File: src/rtl/cdb_arbiter.sv
// cdb_arbiter: shares the common data bus between the ALU issue port (src 0)
// and the load/store result port (src 1). Each source has a one-entry holding
// register; a round-robin arbiter grants one entry per cycle onto registered
// CDB outputs.
// Optional feature macro: CDB_ARB_FLUSH_EN adds a `flush` input that empties
// both holds, idles the bus and resets the round-robin pointer.
module cdb_arbiter #(
    parameter int TAG_W    = 5,
    parameter int DATA_W   = 32,
    parameter int ADDR_W   = 32,
    parameter int RSNUM_W  = 3,
    parameter int TAG_FREE = 0
) (
    input  logic               clk,
    input  logic               rst_n,
`ifdef CDB_ARB_FLUSH_EN
    input  logic               flush,
`endif
    input  logic               alu_valid,
    output logic               alu_ready,
    input  logic [TAG_W-1:0]   alu_tag,
    input  logic [DATA_W-1:0]  alu_data,
    input  logic [RSNUM_W-1:0] alu_rsnum,
    input  logic [ADDR_W-1:0]  alu_offset,
    input  logic               alu_pc_valid,
    input  logic               ls_valid,
    output logic               ls_ready,
    input  logic [TAG_W-1:0]   ls_tag,
    input  logic [DATA_W-1:0]  ls_data,
    output logic               cdb_valid,
    output logic               cdb_src,
    output logic [TAG_W-1:0]   cdb_tag,
    output logic [DATA_W-1:0]  cdb_data,
    output logic [RSNUM_W-1:0] cdb_rsnum,
    output logic [ADDR_W-1:0]  cdb_offset,
    output logic               cdb_pc_valid
);

    localparam logic [TAG_W-1:0] FREE = TAG_W'(TAG_FREE);

    // kill: flush request, tied low when the flush feature is not built
    logic kill;
`ifdef CDB_ARB_FLUSH_EN
    assign kill = flush;
`else
    assign kill = 1'b0;
`endif

    // holding register 0 (ALU)
    logic               h0_full;
    logic [TAG_W-1:0]   h0_tag;
    logic [DATA_W-1:0]  h0_data;
    logic [RSNUM_W-1:0] h0_rsnum;
    logic [ADDR_W-1:0]  h0_offset;
    logic               h0_pc_valid;

    // holding register 1 (LS)
    logic               h1_full;
    logic [TAG_W-1:0]   h1_tag;
    logic [DATA_W-1:0]  h1_data;

    // round-robin pointer: 0 = ALU preferred on contention, 1 = LS preferred
    logic rr;

    logic grant0, grant1;
    logic acc0, acc1;

    // Arbitration and ready: a hold can take a new result when it is empty
    // or is being drained this cycle, so each source sustains 1 result/cycle.
    always_comb begin
        grant0    = h0_full & (~h1_full | ~rr);
        grant1    = h1_full & (~h0_full |  rr);
        alu_ready = (~h0_full | grant0) & ~kill;
        ls_ready  = (~h1_full | grant1) & ~kill;
        // TAG_FREE results complete the handshake but are never stored
        acc0      = alu_valid & alu_ready & (alu_tag != FREE);
        acc1      = ls_valid  & ls_ready  & (ls_tag  != FREE);
    end

    // ALU hold: load on accept, clear on grant without a replacement
    always_ff @(posedge clk or negedge rst_n) begin
        if (!rst_n) begin
            h0_full     <= 1'b0;
            h0_tag      <= FREE;
            h0_data     <= '0;
            h0_rsnum    <= '0;
            h0_offset   <= '0;
            h0_pc_valid <= 1'b0;
        end else if (kill) begin
            h0_full     <= 1'b0;
        end else if (acc0) begin
            h0_full     <= 1'b1;
            h0_tag      <= alu_tag;
            h0_data     <= alu_data;
            h0_rsnum    <= alu_rsnum;
            h0_offset   <= alu_offset;
            h0_pc_valid <= alu_pc_valid;
        end else if (grant0) begin
            h0_full     <= 1'b0;
        end
    end

    // LS hold: load on accept, clear on grant without a replacement
    always_ff @(posedge clk or negedge rst_n) begin
        if (!rst_n) begin
            h1_full <= 1'b0;
            h1_tag  <= FREE;
            h1_data <= '0;
        end else if (kill) begin
            h1_full <= 1'b0;
        end else if (acc1) begin
            h1_full <= 1'b1;
            h1_tag  <= ls_tag;
            h1_data <= ls_data;
        end else if (grant1) begin
            h1_full <= 1'b0;
        end
    end

    // Round-robin pointer: after any grant, the other source is preferred
    always_ff @(posedge clk or negedge rst_n) begin
        if (!rst_n) begin
            rr <= 1'b0;
        end else if (kill) begin
            rr <= 1'b0;
        end else if (grant0) begin
            rr <= 1'b1;
        end else if (grant1) begin
            rr <= 1'b0;
        end
    end

    // Registered CDB: winner's fields, or an idle bus (TAG_FREE, zeros)
    always_ff @(posedge clk or negedge rst_n) begin
        if (!rst_n) begin
            cdb_valid    <= 1'b0;
            cdb_src      <= 1'b0;
            cdb_tag      <= FREE;
            cdb_data     <= '0;
            cdb_rsnum    <= '0;
            cdb_offset   <= '0;
            cdb_pc_valid <= 1'b0;
        end else if (!kill && grant0) begin
            cdb_valid    <= 1'b1;
            cdb_src      <= 1'b0;
            cdb_tag      <= h0_tag;
            cdb_data     <= h0_data;
            cdb_rsnum    <= h0_rsnum;
            cdb_offset   <= h0_offset;
            cdb_pc_valid <= h0_pc_valid;
        end else if (!kill && grant1) begin
            cdb_valid    <= 1'b1;
            cdb_src      <= 1'b1;
            cdb_tag      <= h1_tag;
            cdb_data     <= h1_data;
            cdb_rsnum    <= '0;
            cdb_offset   <= '0;
            cdb_pc_valid <= 1'b0;
        end else begin
            cdb_valid    <= 1'b0;
            cdb_src      <= 1'b0;
            cdb_tag      <= FREE;
            cdb_data     <= '0;
            cdb_rsnum    <= '0;
            cdb_offset   <= '0;
            cdb_pc_valid <= 1'b0;
        end
    end

endmodule

File: config.mk
export PLATFORM = sky130hd
export DESIGN_NAME = cdb_arbiter
export DESIGN_NICKNAME = d
export VERILOG_FILES = /design/src/rtl/cdb_arbiter.sv
export SDC_FILE = /design/constraint.sdc
export NUM_CORES = 1
export LEC_CHECK = 0
export ABC_AREA = 1
export CORE_AREA = 5 5 172 108
export CTS_CLUSTER_SIZE = 10
export DETAILED_ROUTE_END_ITERATION = 6
export DIE_AREA = 0 0 177 113
export PLACE_DENSITY = 0.82
export SYNTH_ARGS = -nofsm -noshare
export SYNTH_HDL_FRONTEND = slang
export SYNTH_SLANG_ARGS = --single-unit
File: constraint.sdc
create_clock -name clk -period 1.09 [get_ports clk]
set_input_delay 0.327 -clock clk [delete_from_list [all_inputs] [get_ports clk]]
set_output_delay 0.327 -clock clk [all_outputs]
set_load 0.05 [all_outputs]
==> flow_summary_export.csv <==
group,metric,value,unit
cells_and_area,multi_input_area,3453,sq um
logic_synthesis,ys_seq_elements,188,
place,gp_congestion,0.8472,
pwr,p_leak,6.773,nW
logic_synthesis,synth_nets,890,
floorplanning,start_util,43.22,%
sta,slew_violations,0,
worst_setup_path,cp_top_family,"flip-flops",
global_route,gr-usage-all-layers,28.75,%
cells_and_area,layout.nets,1174,
cts,clkTransAtPathRegs,80,ps
worst_setup_path,crit_type,"reg -> out",
route,vias,7103,
sta,hold_viol_final,0,
logic_synthesis,ys_types,16,
place,portBuffers,190,
sta,min_period,1649,ps
route,first_iter_violations,867,
cells_and_area,register_area,4711,sq um
route,dr.pass1.iters,5,
logic_synthesis,synth_largest_area_cell,"dfrtp_1",
cts,clock_path_buffers,2,
floorplanning,die_y,113,um
worst_setup_path,crit_path_cell_trace,"buf_4 -> nand3_4 -> buf_6 -> buf_12",
logic_synthesis,synth_area_leaders,"dfrtp_1 65%, nand2_1 16%, nand3_1 9.9%",
cells_and_area,final.fill_count,814,
logic_synthesis,yosys.area.top_type_share,64.95,%
route,drtAntennaViolNets,0,
cts,tritoncts,"done",
route,drcViolationCount,0,
logic_synthesis,syn_area,7243,sq um
sta,rsz0062_at_grt,"yes",
sta,finalWorstSetupSlack,-558.6,ps
cells_and_area,syn_to_final_growth,94.63,%
sta,finClkSkew,12.23,ps
worst_setup_path,required,760,ps
cells_and_area,fin_cells,1307,
worst_hold_path,hp-class,"in -> async",
route,viasPerCell,5.435,
worst_setup_path,cp_max_fo,2,
worst_setup_path,cp-start-kind,"register",
worst_setup_path,crit_buf_inv,3,
cts,clk_latency,440,ps
cts,cts_made_buffers,17,
logic_synthesis,synth-edff-count,0,
logic_synthesis,async_flop_share,100.0,%
place,dp_hpwl,14920,um
route,drt_wl_total,31370,um
global_route,grt-ovfl-total,0,
status,violations,"negative setup slack",
logic_synthesis,seq_area_frac_synth,64.95,%
global_route,grt_pass1_wl,43050,um
cells_and_area,fin_util,84.12,%
sta,fmaxAchievable,0.6066,GHz
job,drv_cap,0,
logic_synthesis,synth.most_common_cell,"nand2_1",
floorplanning,dieArea,20000,sq um
cts,cts-root-buf,"clkbuf_16",
global_route,antenna_found_initial,2,
worst_setup_path,endpoint_kind,"output pin",
logic_synthesis,postSynthCellCount,776,
route,wl_per_cell,24.00,um
sta,tightestPinTransition,472.7,ps
pwr,irDropWorstVdd,1768,uV
sta,setup_viol,265,
cts,htreeDepth,4,
pwr,power.density,2707,nW/um^2
global_route,grt_max_degree,35,
worst_setup_path,worstPathArrival,1320,ps
place,dp_cells,1195,
cts,clock-sinks,188,
floorplanning,pin_count,191,
floorplanning,dieWidth,177,um
logic_synthesis,syn_avg_cell_area,9.334,sq um
status,status,"complete, but fails checks",
floorplanning,core_region_area,16760,sq um
logic_synthesis,synth_common_cells,"308 x nand2_1, 188 x dfrtp_1, 143 x nand3_1, 40 x nor2_1, 38 x inv_1",
logic_synthesis,synth_ff_type,"dfrtp_1",
worst_setup_path,max_stage_delay,420,ps
worst_setup_path,cp_slowest_cell,"dfrtp_2",
sta,slew_headroom,68.49,%
global_route,first_global_vias,7247,
sta,timing.final.crit_share,151.2,%
floorplanning,rows,37,
logic_synthesis,yosysWarnings,0,
cells_and_area,drive_gt1_share,48.04,%
layout by cell type, fill, tap and decap left out:
master | netlist | routed
diode_2 | 0 | 1
nand2_2 | 1 | 115
nand2_4 | 0 | 40
dfrtp_1 | 188 | 183
buf_12 | 0 | 106
inv_2 | 2 | 1
buf_4 | 3 | 28
inv_1 | 38 | 36
clkinvlp_4 | 0 | 4
clkbuf_8 | 0 | 3
clkinv_8 | 0 | 2
buf_16 | 0 | 32
nand3b_1 | 1 | 1
nand2_8 | 0 | 8
clkdlybuf4s50_1 | 0 | 111
o21ai_1 | 0 | 1
inv_8 | 0 | 4
nand3_2 | 2 | 62
dlygate4sd3_1 | 0 | 1
nor2_4 | 0 | 21
nand3_4 | 0 | 13
bufinv_16 | 0 | 1
nand2_1 | 308 | 147
dfrtp_2 | 0 | 5
nor2_2 | 0 | 13
inv_6 | 0 | 3
clkinv_4 | 0 | 1
nor2_1 | 40 | 6
buf_6 | 11 | 21
dlygate4sd2_1 | 0 | 1
nand3_1 | 143 | 70
buf_8 | 0 | 7
clkbuf_16 | 0 | 24
nand3b_4 | 0 | 1
sequential cells by signal, summed over array words and instances (netlist names):
name and count:
cdb_data 32, cdb_offset 32, cdb_pc_valid 1, cdb_rsnum 3
cdb_src 1, cdb_tag 5, cdb_valid 1, h0_data 32
h0_full 1, h0_offset 32, h0_pc_valid 1, h0_rsnum 3
h0_tag 5, h1_data 32, h1_full 1, h1_tag 5
rr 1
metal layers:
| metal | track usage (%) | share of wire (%) | vias to the layer above |
|---|---|---|---|
| met5 | 0 | 0.022 | - |
| met4 | 7.419 | 2.6 | 2 |
| met3 | 8.414 | 10 | 84 |
| met2 | 45.82 | 47 | 440 |
| met1 | 39.06 | 40 | 3564 |
| li1 | - | - | 3013 |
cell families after synthesis:
family                 Yosys count  synth area share (%)
AOI/OAI and AO/OA                1               0.06903
buffers and inverters           91                 6.443
DFF                            188                 64.95
and+or+nand+nor                496                 28.54
stage by stage:
step / area [sq um] / setup TNS [ps] / hold slack, ps / power (W) / setup slack (ps)
global placement: 10520 / -72960 / 235.3 / 0.02388 / -583.8
global route: 14100 / -98970 / 337.9 / 0.03935 / -594.1
finish: 14100 / -89600 / 340.9 / 0.03816 / -558.6
floorplan: 7367 / -19830 / 31.41 / 0.01703 / -216.3
CTS: 13190 / -74180 / 335.9 / 0.03522 / -533.4
detailed placement: 10520 / -78980 / 239.6 / 0.02422 / -659.7
worst paths after layout:
| check | from | to | slack (ps) | cells past startpoint |
|---|---|---|---|---|
| worst min register to register | h0_rsnum[1]$_DFFE_PN0P_ | h0_rsnum[1]$_DFFE_PN0P_ | 480 | 2 |
| worst max register to register | rr$_DFFE_PN0P_ | h0_data[19]$_DFFE_PN0P_ | -450 | 10 |
| max in group asynchronous | rst_n | h1_data[22]$_DFFE_PN0P_ | 200 | 3 |
| worst max-delay path | rr$_DFFE_PN0P_ | alu_ready | -560 | 4 |
| min in group clk | alu_tag[1] | h0_tag[1]$_DFFE_PN0P_ | 350 | 3 |
| worst min-delay path | rst_n | cdb_data[11]$_DFF_PN0_ | 340 | 2 |
timing repair:
item,in CTS,in global routing
gates cloned,33,8
setup endpoints to repair,265,265
hold buffers,1,0
gates resized for setup,253,201
pin swaps,29,45
hold endpoints to repair,15,0
buffers inserted,39,9
power by group:
group | total [W] | internal (W) | leakage (nW) | switching [W]
Clock | 0.00636 | 0.00334 | 0.274 | 0.00302
Sequential | 0.0114 | 0.00916 | 2.35 | 0.00220
Combinational | 0.0204 | 0.0100 | 4.15 | 0.0104
Total | 0.0382 | 0.0225 | 6.77 | 0.0157
area by class of cell:
class                      instances  area share (%)
sequential                       188           33.42
clock buffer                      19           3.213
timing repair buffer             315           34.57
inverter                          40           1.296
multi-input combinational        498           24.50
clock inverter                    12          0.9142
tap                              234           2.077
antenna                            1         0.01775
Note: power is estimated with default switching activity, not from simulation.
